<file path="src/rtl/fir_ops_pkg.sv">
// Shared definitions for the FIR op sequencer and datapath decode:
// op codes, register map, FSM state encoding and the control bundle.
package fir_ops_pkg;

  localparam int REG_AW = 4;

  localparam logic [2:0] OP_NOP   = 3'd0;
  localparam logic [2:0] OP_COPY  = 3'd1;
  localparam logic [2:0] OP_LOAD1 = 3'd2;
  localparam logic [2:0] OP_LOAD2 = 3'd3;
  localparam logic [2:0] OP_ADD   = 3'd4;
  localparam logic [2:0] OP_SUB   = 3'd5;
  localparam logic [2:0] OP_MUL   = 3'd6;

  localparam logic [REG_AW-1:0] R_ACC = 4'd0;
  localparam logic [REG_AW-1:0] R_S0  = 4'd1;
  localparam logic [REG_AW-1:0] R_S1  = 4'd2;
  localparam logic [REG_AW-1:0] R_S2  = 4'd3;
  localparam logic [REG_AW-1:0] R_S3  = 4'd4;
  localparam logic [REG_AW-1:0] R_F0  = 4'd5;
  localparam logic [REG_AW-1:0] R_F1  = 4'd6;
  localparam logic [REG_AW-1:0] R_F2  = 4'd7;
  localparam logic [REG_AW-1:0] R_F3  = 4'd8;
  localparam logic [REG_AW-1:0] R_TMP = 4'd9;

  typedef enum logic [4:0] {
    S_IDLE, S_SH3, S_SH2, S_SH1, S_LD,
    S_ZERO, S_MUL1, S_ADD1, S_MUL2, S_SUB2,
    S_MUL3, S_ADD3, S_MUL4, S_SUB4,
    S_LC0, S_W1, S_LC1, S_W2, S_LC2, S_W3, S_LC3,
    S_EIDLE
  } state_t;

  typedef struct packed {
    logic [2:0]        op;
    logic [REG_AW-1:0] src1;
    logic [REG_AW-1:0] src2;
    logic [REG_AW-1:0] dest;
    logic              cnt_up;
    logic              clear;
    logic              modwait;
    logic              err;
  } ctrl_t;

  // Busy control word; flags other than modwait are set by the caller.
  function automatic ctrl_t mk_op(
    input logic [2:0]        op,
    input logic [REG_AW-1:0] s1,
    input logic [REG_AW-1:0] s2,
    input logic [REG_AW-1:0] d
  );
    ctrl_t c;
    c         = '0;
    c.op      = op;
    c.src1    = s1;
    c.src2    = s2;
    c.dest    = d;
    c.modwait = 1'b1;
    return c;
  endfunction

endpackage

</file>
<file path="src/rtl/fir_op_rom.sv">
// Combinational state -> control word decode for the FIR sequencer.
// in: state; out: ctrl {op, src1, src2, dest, cnt_up, clear, modwait, err}.
module fir_op_rom
  import fir_ops_pkg::*;
(
  input  state_t state,
  output ctrl_t  ctrl
);

  always_comb begin
    ctrl = '0;
    case (state)
      S_SH3:   ctrl = mk_op(OP_COPY, R_S2, R_ACC, R_S3);
      S_SH2:   ctrl = mk_op(OP_COPY, R_S1, R_ACC, R_S2);
      S_SH1:   ctrl = mk_op(OP_COPY, R_S0, R_ACC, R_S1);
      S_LD: begin
        ctrl        = mk_op(OP_LOAD1, R_ACC, R_ACC, R_S0);
        ctrl.cnt_up = 1'b1;
      end
      S_ZERO:  ctrl = mk_op(OP_SUB, R_ACC, R_ACC, R_ACC);
      S_MUL1:  ctrl = mk_op(OP_MUL, R_S0, R_F0, R_TMP);
      S_ADD1:  ctrl = mk_op(OP_ADD, R_ACC, R_TMP, R_ACC);
      S_MUL2:  ctrl = mk_op(OP_MUL, R_S1, R_F1, R_TMP);
      S_SUB2:  ctrl = mk_op(OP_SUB, R_ACC, R_TMP, R_ACC);
      S_MUL3:  ctrl = mk_op(OP_MUL, R_S2, R_F2, R_TMP);
      S_ADD3:  ctrl = mk_op(OP_ADD, R_ACC, R_TMP, R_ACC);
      S_MUL4:  ctrl = mk_op(OP_MUL, R_S3, R_F3, R_TMP);
      S_SUB4:  ctrl = mk_op(OP_SUB, R_ACC, R_TMP, R_ACC);
      S_LC0: begin
        ctrl       = mk_op(OP_LOAD2, R_ACC, R_ACC, R_F0);
        ctrl.clear = 1'b1;
      end
      S_LC1:   ctrl = mk_op(OP_LOAD2, R_ACC, R_ACC, R_F1);
      S_LC2:   ctrl = mk_op(OP_LOAD2, R_ACC, R_ACC, R_F2);
      S_LC3:   ctrl = mk_op(OP_LOAD2, R_ACC, R_ACC, R_F3);
      S_EIDLE: ctrl.err = 1'b1;
      default: ctrl = '0;
    endcase
  end

endmodule

</file>
<file path="src/rtl/fir_op_sequencer.sv">
// FIR control FSM: state register plus next-state logic; outputs via fir_op_rom.
// in: clk, rst, dr, lc, overflow; out: op, src1, src2, dest, cnt_up, clear, modwait, err.
module fir_op_sequencer
  import fir_ops_pkg::*;
#(
  parameter int NREG_W = REG_AW
) (
  input  logic              clk,
  input  logic              rst,
  input  logic              dr,
  input  logic              lc,
  input  logic              overflow,
  output logic [2:0]        op,
  output logic [NREG_W-1:0] src1,
  output logic [NREG_W-1:0] src2,
  output logic [NREG_W-1:0] dest,
  output logic              cnt_up,
  output logic              clear,
  output logic              modwait,
  output logic              err
);

  state_t state_q, state_d;
  ctrl_t  ctrl;

  always_ff @(posedge clk) begin
    if (rst) state_q <= S_IDLE;
    else     state_q <= state_d;
  end

  always_comb begin
    state_d = state_q;
    case (state_q)
      S_IDLE, S_EIDLE: begin
        // lc has priority over dr
        if (lc)      state_d = S_LC0;
        else if (dr) state_d = S_SH3;
      end
      // dr must be held through the shift/load phase
      S_SH3:  state_d = dr ? S_SH2  : S_EIDLE;
      S_SH2:  state_d = dr ? S_SH1  : S_EIDLE;
      S_SH1:  state_d = dr ? S_LD   : S_EIDLE;
      S_LD:   state_d = dr ? S_ZERO : S_EIDLE;
      S_ZERO: state_d = S_MUL1;
      S_MUL1: state_d = S_ADD1;
      S_ADD1: state_d = overflow ? S_EIDLE : S_MUL2;
      S_MUL2: state_d = S_SUB2;
      S_SUB2: state_d = overflow ? S_EIDLE : S_MUL3;
      S_MUL3: state_d = S_ADD3;
      S_ADD3: state_d = overflow ? S_EIDLE : S_MUL4;
      S_MUL4: state_d = S_SUB4;
      S_SUB4: state_d = overflow ? S_EIDLE : S_IDLE;
      S_LC0:  state_d = S_W1;
      S_W1:   if (lc) state_d = S_LC1;
      S_LC1:  state_d = S_W2;
      S_W2:   if (lc) state_d = S_LC2;
      S_LC2:  state_d = S_W3;
      S_W3:   if (lc) state_d = S_LC3;
      S_LC3:  state_d = S_IDLE;
      default: state_d = S_IDLE;
    endcase
  end

  fir_op_rom u_rom (
    .state (state_q),
    .ctrl  (ctrl)
  );

  assign op      = ctrl.op;
  assign src1    = NREG_W'(ctrl.src1);
  assign src2    = NREG_W'(ctrl.src2);
  assign dest    = NREG_W'(ctrl.dest);
  assign cnt_up  = ctrl.cnt_up;
  assign clear   = ctrl.clear;
  assign modwait = ctrl.modwait;
  assign err     = ctrl.err;

endmodule

</file>
<file path="config.mk">
export PLATFORM = sky130hd
export DESIGN_NAME = fir_op_sequencer
export DESIGN_NICKNAME = d
export VERILOG_FILES = /design/src/rtl/fir_ops_pkg.sv /design/src/rtl/fir_op_rom.sv /design/src/rtl/fir_op_sequencer.sv
export SDC_FILE = /design/constraint.sdc
export NUM_CORES = 1
export LEC_CHECK = 0
export ABC_CLOCK_PERIOD_IN_PS = 3020
export BUFFER_PORTS_ARGS = -buffer_cell sky130_fd_sc_hd__buf_2
export CAP_MARGIN = 20
export CORE_MARGIN = 2
export CORE_UTILIZATION = 35
export CTS_BUF_LIST = sky130_fd_sc_hd__clkbuf_4
export CTS_CLUSTER_DIAMETER = 40
export DETAILED_ROUTE_END_ITERATION = 10
export SYNTH_ARGS = -nofsm -noshare
export SYNTH_HDL_FRONTEND = slang
export SYNTH_SLANG_ARGS = --single-unit
</file>
<file path="constraint.sdc">
create_clock -name clk -period 3.02 [get_ports clk]
set_input_delay 0.302 -clock clk [delete_from_list [all_inputs] [get_ports clk]]
set_output_delay 0.302 -clock clk [all_outputs]
set_load 0.01 [all_outputs]
</file>
==> impl_metrics.yaml, run 1 <==
run_status:
  status: "complete, no violations"
sta:
  finClkSkew_ns: 0.00157
  slew_viol_final: 0
  slew_headroom: 0.421
  period_needed_ns: 2.32
  hold_viol: 0
  setup_violations: 0
  tightest_slew_ns: 0.868
  max_freq_mhz: 430
  post-route-period-util: 0.769
  setup_tns_ns: 0
  rsz0062_at_grt: "no"
cts:
  cts-root-buf: "clkbuf_4"
  clock_sinks: 5
  clk_latency_ns: 0.24
  clkTransAtPathRegs_ns: 0.04
  postCtsHoldBufs: 0
  cts_setup_buffers: 0
  cts_buffer_depth: 2
  cts_tree: "done"
  htree_levels: 1
  postCtsResizedCells: 0
  cts_buffers: 3
route:
  drtAntennaViolNets: 0
  wl_mm: 2.49
  wl_per_cell_um: 13.8
  vias_per_cell: 5.84
  vias: 1051
  remaining_drc_errors: 0
  drt_iter0_drc: 28
  drt-pass1-iter-count: 4
floorplanning:
  core_area_um2: 2520
  die_w_um: 56.0
  fp.dieH_um: 56.0
  pin_count: 24
  initial_core_util: 0.375
  row_count: 18
  dieArea_um2: 3140
grt:
  first_global_vias: 928
  overflow: 0
  grt_pass1_wl_mm: 4.17
  globalRouteTotalUtil: 0.160
  grt_max_degree: 27
  antenna_found_initial: 0
hold_path:
  hold_class: "in2reg"
  min_path_cells: 2
  min_from: "rst"
  hold_end: "state_q[3]"
finish:
  largest_register: "state_q"
  final_nets: 156
  antenna_cells: 0
  synthToLayoutAreaGrowth_pct: 7.40
  top_regs: "state_q: 5 flops"
  largest_reg_flops: 5
  layout-drive-gt1-share: 0.273
  final_util: 0.403
critical_path:
  critPathKind: "reg2out"
  r2r_cells: 4
  slowest_delay_ns: 0.85
  path_cells: "inv_1 -> nand2_1 -> nor2_1 -> o21ai_0 -> o21ai_0 -> buf_2"
  r2r-start: "state_q[0]"
  worstPathRequired_ns: 2.72
  rr_endpoint: "state_q[2]"
  crit_arrival_ns: 2.02
  cp_top_family: "flip-flops"
  cp_max_fo: 26
  cp-start-kind: "flip-flop"
  critical_path.most_common_cell: "o21ai_0"
  critPathBufInv: 2
  worstSetupEndpointType: "output pin"
  slowest_stage: "dfxtp_1"
  r2r_setup_slack_ns: 0.90
yosys:
  post-synth-top-count-cell: "nor2_1"
  synth_flop_cell: "dfxtp_1"
  synth.area.top_cells: "dfxtp_1 11%, nor2_1 7.1%, clkbuf_8 5.8%"
  synthTopCellsByCount: "18 x nor2_1, 10 x nor3_1, 10 x o21ai_0"
  synth-seq-cells: 5
  synth_top_area_frac: 0.106
  synth_edf_count: 0
  ys_types: 51
  synthesis.nets: 140
  syn_area_um2: 947
  synthCells: 135
  syn_avg_cell_area_um2: 7.02
  synth_warnings: 0
  yosysSeqAreaShare: 0.106
  synth.largest_area_cell: "dfxtp_1"
  async_reset_ff_frac: 0
placement:
  hpwl_mm: 1.80
  place_congestion: 0.873
  port_buffers: 22
pwr:
  p_per_area_nw_per_um2: 1100
  power.leakage_uw: 0.000444
  ir_worst_vdd_uv: 485
flow_run:
  max_cap_viol_count: 0
-- worst max-delay path by stage --
stage	start	endpoint	slack [ns]	cells after the start
3_3_place_gp	state_q[4]	state_q[1]	0.95	5
4_1_cts	state_q[2]	dest[2]	0.73	6
6_report	state_q[2]	dest[2]	0.70	6
2_1_floorplan	state_q[3]	modwait	1.42	5
5_1_grt	state_q[2]	dest[2]	0.56	6
3_5_place_dp	state_q[0]	state_q[2]	0.93	4
-- through the flow --
| stage | worst slack (ns) | cell area, um2 | hold WS (ns) | instances | total power (uW) |
|---|---|---|---|---|---|
| 5_1_grt | 0.556 | 1020 | 0.290 | 180 | 1230 |
| 3_3_place_gp | 0.952 | 987 | 0.540 | 176 | 1030 |
| 3_5_place_dp | 0.926 | 987 | 0.540 | 176 | 1030 |
| 6_report | 0.697 | 1020 | 0.299 | 180 | 1120 |
| 4_1_cts | 0.731 | 1020 | 0.284 | 180 | 1120 |
| 2_1_floorplan | 1.42 | 947 | 0.371 | 135 | 876 |
-- report_power, final --
group	leakage (uW)	internal, uW	switching, uW
combinational	0.000385	373	406
sequential	0.0000414	93.6	162
clock	0.0000184	58.8	25.1
total	0.000444	526	593
-- cells in the final DEF (no fill, tap or decap), types with 2 or more instances in the layout --
| cell | netlist | layout |
|---|---|---|
| clkbuf_4 | 0 | 4 |
| nand2_1 | 9 | 9 |
| dfxtp_1 | 5 | 5 |
| nor3_1 | 10 | 10 |
| mux2i_1 | 3 | 3 |
| o32ai_1 | 2 | 2 |
| buf_2 | 3 | 22 |
| nor2b_1 | 4 | 4 |
| nand2b_1 | 4 | 4 |
| o21bai_1 | 2 | 2 |
| or3_1 | 2 | 2 |
| inv_1 | 4 | 4 |
| and3_1 | 4 | 4 |
| nor2_1 | 18 | 18 |
| a221oi_1 | 3 | 3 |
| o21ai_0 | 10 | 10 |
| a21oi_1 | 8 | 8 |
| a32oi_1 | 2 | 2 |
| a31oi_1 | 2 | 2 |
| buf_4 | 1 | 3 |
| a311oi_1 | 2 | 2 |
-- area by class of cell --
cell class	count	area (um2)
multi-input cells	112	702
fillers	279	1510
clock buffers	4	30.0
well taps	30	37.5
inverters	4	15.0
repair buffers	25	133
flip-flops and latches	5	100
-- routing by layer --
layer	track usage	vias up	wire, um
met1	0.232	501	1250
met2	0.239	23	1150
met4	0.0374	0	12
met3	0.0326	2	86
li1	-	525	-
met5	0	-	0
-- cell families (layout without fill, tap and decap cells) --
family	Yosys count	in the layout	share of synthesized area
compound gates	40	40	0.300
xor+xnor	2	2	0.0185
fa+ha+maj	1	1	0.0119
buf+inv	18	33	0.153
flops	5	5	0.106
mux	3	3	0.0317
other cells	1	1	0.00396
simple gates	65	65	0.375
No activity file was read; power rests on OpenSTA's default activity.
==> inputs of run 2 (changes only) <==
ABC_CLOCK_PERIOD_IN_PS = 2200   (was 3020)
clock period = 2.2 ns   (was 3.02 ns; I/O delays follow)
==> impl_metrics.yaml, run 2 (synthesized netlist as in run 1, its figures left out) <==
finish:
  mostFrequentLayoutCell: "buf_2"
  top_regs: "state_q: 5 flops"
  final_nets: 160
  synthToLayoutAreaGrowth_pct: 10.8
  antenna_cells: 0
  post-route-cell-area_um2: 1050
  final_cell_mix: "22 x buf_2, 18 x nor2_1, 10 x o21ai_0, 10 x nor3_1, 9 x nand2_1"
  layout-drive-gt1-share: 0.305
  fin_cells: 184
  largest_reg_flops: 5
  fill_cells: 278
  largest_register: "state_q"
floorplanning:
  core_area_um2: 2520
  die_w_um: 56.0
  initial_core_util: 0.375
  fp.dieH_um: 56.0
  dieArea_um2: 3140
  pin_count: 24
  row_count: 18
cts:
  cts_tree: "done"
  clock_sinks: 5
  cts_buffers: 3
  clkTransAtPathRegs_ns: 0.05
  cts_buffer_depth: 2
  htree_levels: 1
  cts-root-buf: "clkbuf_4"
  postCtsHoldBufs: 0
  clk_latency_ns: 0.25
sta:
  slew_viol_final: 0
  max_freq_mhz: 494
  tightest_slew_ns: 0.590
  hold_viol: 0
  slew_headroom: 0.606
  post-route-period-util: 0.921
  setup_tns_ns: 0
  setup_violations: 0
  setup_slack_ns: 0.175
  hold_ws_ns: 0.203
  rsz0062_at_grt: "no"
  period_needed_ns: 2.03
  finClkSkew_ns: 0.00662
placement:
  place_congestion: 0.871
  post-place-ws_ns: 0.236
  hpwl_mm: 1.96
  port_buffers: 22
  placed_area_um2: 1020
  placed_cells: 180
route:
  wl_mm: 2.66
  drt-pass1-iter-count: 6
  top_layer_used: "met4"
  met3_length_um: 157
  drt_iter0_drc: 28
  remaining_drc_errors: 0
  drtAntennaViolNets: 0
  drt-met1-wl_mm: 1.22
  vias_per_cell: 5.96
  vias: 1096
  wl_met2_mm: 1.27
  wl_per_cell_um: 14.5
critical_path:
  critPathBufInv: 2
  cp-startpoint: "state_q[0]"
  crit_arrival_ns: 1.81
  slowest_stage: "dfxtp_1"
  cp_top_family: "flip-flops"
  worstPathRequired_ns: 1.98
  cp-start-kind: "flip-flop"
  worstSetupEndpointType: "output pin"
  path_cells: "buf_4 -> and2b_2 -> o21ai_0 -> nand2b_1 -> buf_2"
  cp_max_fo: 13
  slowest_delay_ns: 0.59
  critPathKind: "reg2out"
  r2r-start: "state_q[0]"
  r2r_setup_slack_ns: 0.25
hold_path:
  min_from: "rst"
  hold_class: "in2reg"
pwr:
  power.leakage_uw: 0.000466
  power.switching_uw: 846
  power.internal_uw: 757
  seqPwrFrac: 0.181
  combPwrFrac: 0.740
  switching_share: 0.528
  ir_worst_vdd_uv: 573
  p_per_area_nw_per_um2: 1530
  pwr-share-clk: 0.079
grt:
  grt_pass1_wl_mm: 4.28
  grt_max_degree: 23
  antenna_found_initial: 0
  globalRouteTotalUtil: 0.165
  first_global_vias: 980
  overflow: 0
run_status:
  status: "complete, no violations"
flow_run:
  max_cap_viol_count: 0
## run 2: cell types whose count changed in the layout (fill, tap and decap cells not counted), sizes merged
cell,previous run,this run
buf,25,29
## run 2: stage by stage
stage / util / total power [uW]
floorplan: - / 1200
global placement: 0.403 / 1460
detailed placement: 0.403 / 1470
CTS: 0.415 / 1600
global route: 0.416 / 1740
finish: 0.416 / 1600
## run 2: timing repair
action | in CTS | in global routing
gates resized for setup | 0 | 2
setup buffers | 0 | 0
setup endpoints to repair | 0 | 2
## run 2: final timing paths
| path | cells past startpoint | end |
|---|---|---|
| hold / removal | 2 | state_q[1] |
| setup reg to reg | 6 | state_q[2] |
| hold reg to reg | 2 | state_q[3] |
| setup / recovery | 5 | src1[1] |
## run 2: layout make-up
cell class / instances / area (um2) / area share
clock buffer: 4 / 30.0 / 0.0286
inverter: 4 / 15.0 / 0.0143
multi-input combinational: 112 / 702 / 0.669
sequential: 5 / 103 / 0.0977
tap: 30 / 37.5 / 0.0358
timing repair buffer: 29 / 163 / 0.155
## run 2: per-layer routing
metal / global-route usage / vias to the layer above
li1: - / 534
met1: 0.215 / 513
met2: 0.257 / 45
met3: 0.0512 / 4
met4: 0.0510 / 0
met5: 0 / -
## run 2: power groups by stage
| stage | registers (uW) | clock network, uW | logic [uW] |
|---|---|---|---|
| global placement | 282 | 0 | 1170 |
| global route | 299 | 140 | 1310 |
| detailed placement | 284 | 0 | 1180 |
| finish | 290 | 127 | 1190 |
| CTS | 282 | 129 | 1190 |
| floorplan | 167 | 0 | 1040 |
==> inputs of run 3 (changes only) <==
CTS_BUF_LIST = not set   (was sky130_fd_sc_hd__clkbuf_4)
SYNTH_HIERARCHICAL = 1   (was not set)
==> impl_metrics.yaml, run 3 <==
placement:
  placed_area_um2: 1180
  post-place-ws_ns: 0.227
  port_buffers: 22
  hpwl_mm: 2.21
  place_congestion: 0.961
floorplanning:
  fp.dieH_um: 60.0
  row_count: 20
  initial_core_util: 0.363
  core_area_um2: 3030
  die_w_um: 60.0
  pin_count: 24
  dieArea_um2: 3600
finish:
  final_nets: 176
  mostFrequentLayoutCell: "buf_2"
  layout-drive-gt1-share: 0.294
  seq_area_um2: 101
  post-route-cell-area_um2: 1210
  fill_cells: 338
  top_regs: "state_q: 5 flops"
  largest_register: "state_q"
  multiInputGateArea_um2: 810
  synthToLayoutAreaGrowth_pct: 10.0
  antenna_cells: 0
  final_cell_mix: "22 x buf_2, 15 x nand2_1, 15 x nor2_1"
  largest_reg_flops: 5
route:
  drtAntennaViolNets: 0
  wl_per_cell_um: 14.1
  drt-pass1-iter-count: 4
  remaining_drc_errors: 0
  vias: 1235
  wl_mm: 3.01
  vias_per_cell: 5.77
  drt_iter0_drc: 88
cts:
  htree_levels: 1
  cts-root-buf: "clkbuf_4"
  clock_sinks: 5
  cts_buffer_depth: 2
  postCtsHoldBufs: 0
  cts_tree: "done"
  cts_setup_buffers: 0
  clk_latency_ns: 0.24
  clkTransAtPathRegs_ns: 0.04
  cts_buffers: 3
yosys:
  synth_edf_count: 0
  synthTopCellsByCount: "15 x nand2_1, 15 x nor2_1, 10 x a21oi_1"
  async_reset_ff_frac: 0
  synth_warnings: 6
  ys_types: 58
  synth-seq-cells: 5
  synth.largest_area_cell: "dfxtp_1"
  synthesis.nets: 158
  synth_top_area_frac: 0.0911
  synth_flop_cell: "dfxtp_1"
  syn_avg_cell_area_um2: 7.18
  syn_area_um2: 1100
  synthCells: 153
  synth.area.top_cells: "dfxtp_1 9.1%, buf_6 6.2%, nand2_1 5.1%"
  yosysSeqAreaShare: 0.0911
pwr:
  power.leakage_uw: 0.000463
  power.internal_uw: 912
  pwr-share-clk: 0.054
  switching_share: 0.540
  seqPwrFrac: 0.149
  combPwrFrac: 0.797
  power.switching_uw: 1070
  p_per_area_nw_per_um2: 1640
  ir_worst_vdd_uv: 621
sta:
  setup_slack_ns: 0.153
  rsz0062_at_grt: "no"
  post-route-period-util: 0.930
  period_needed_ns: 2.05
  slew_viol_final: 0
  hold_viol: 0
  slew_headroom: 0.635
  setup_tns_ns: 0
  finClkSkew_ns: 0.00430
  setup_violations: 0
  tightest_slew_ns: 0.546
  max_freq_mhz: 489
grt:
  antenna_found_initial: 0
  first_global_vias: 1080
  overflow: 0
  grt_pass1_wl_mm: 4.90
  grt_max_degree: 29
  globalRouteTotalUtil: 0.174
flow_run:
  max_cap_viol_count: 0
critical_path:
  cp-start-kind: "flip-flop"
  worstPathRequired_ns: 1.98
  critPathKind: "reg2out"
  cp_max_fo: 17
  crit_arrival_ns: 1.83
  r2r_setup_slack_ns: 0.35
  worstSetupEndpointType: "output pin"
hold_path:
  hold_class: "in2reg"
run_status:
  status: "complete, no violations"
run 3: cell types whose count changed after synthesis, moves of 3 or more:
cell | before | now
nor2_1 | 18 | 15
a221oi_1 | 3 | 0
nand2_1 | 9 | 15
nor3_1 | 10 | 6
buf_4 | 1 | 4
and3_1 | 4 | 0
a22o_1 | 0 | 4
mux2i_1 | 3 | 0
a211oi_1 | 0 | 6
o22ai_1 | 0 | 3
run 3: what timing repair did:
action,4_1_cts,5_1_grt
resized for setup,0,1
setup endpoints to repair,0,7
endpoints found under the hold margin,0,0
run 3: layout make-up:
class                   count  area share
flip-flops and latches      5      0.0839
repair buffers             32       0.164
well taps                  44      0.0455
multi-input cells         124       0.670
inverters                   5      0.0155
clock buffers               4      0.0217
run 3: per-layer routing:
metal,track usage,wire [um]
met1,0.234,1310
met2,0.278,1440
met3,0.0216,187
met4,0.0698,74
met5,0,0
run 3: metrics by stage:
| stage | instances | utilization | power [uW] | hold WS (ns) |
|---|---|---|---|---|
| 4_1_cts | 214 | 0.399 | 1980 | 0.219 |
| 2_1_floorplan | 153 | - | 1510 | 0.292 |
| 6_report | 214 | 0.399 | 1990 | 0.223 |
| 5_1_grt | 214 | 0.399 | 2160 | 0.225 |
| 3_3_place_gp | 210 | 0.390 | 1850 | 0.473 |
| 3_5_place_dp | 210 | 0.390 | 1870 | 0.470 |
run 3: power groups by stage:
| stage | sequential (uW) | combinational [uW] | clock [uW] |
|---|---|---|---|
| after floorplan | 185 | 1320 | 0 |
| after global placement | 291 | 1560 | 0 |
| after detailed placement | 291 | 1580 | 0 |
| after CTS | 289 | 1580 | 108 |
| after global routing | 309 | 1740 | 115 |
| final | 295 | 1580 | 107 |
run 3: path summary, 6_finish.rpt:
check | from | end | cells past startpoint
worst max-delay path | state_q[0] | modwait | 5
worst min-delay path | rst | state_q[3] | 2
worst min register to register | state_q[2] | state_q[2] | 1
worst max register to register | state_q[4] | state_q[1] | 5
run 3: cell families (layout without fill, tap and decap cells):
kind of cell             after synthesis  in the layout  share of synthesized area
adder cells (fa/ha/maj)                1              1                    0.00911
buffers and inverters                 24             41                      0.172
AND/OR/NAND/NOR                       61             61                      0.308
XOR/XNOR                               2              2                     0.0159
AO/OA/AOI/OAI                         58             58                      0.391
multiplexers                           1              1                     0.0102
other                                  1              1                    0.00341
flip-flops                             5              5                     0.0911
run 3: critical path, cell delays in order (launching register included):
cell and delay [ns]:
dfxtp_1 0.62, buf_4 0.25, buf_4 0.22, a21oi_1 0.10, o221a_2 0.27, buf_2 0.13
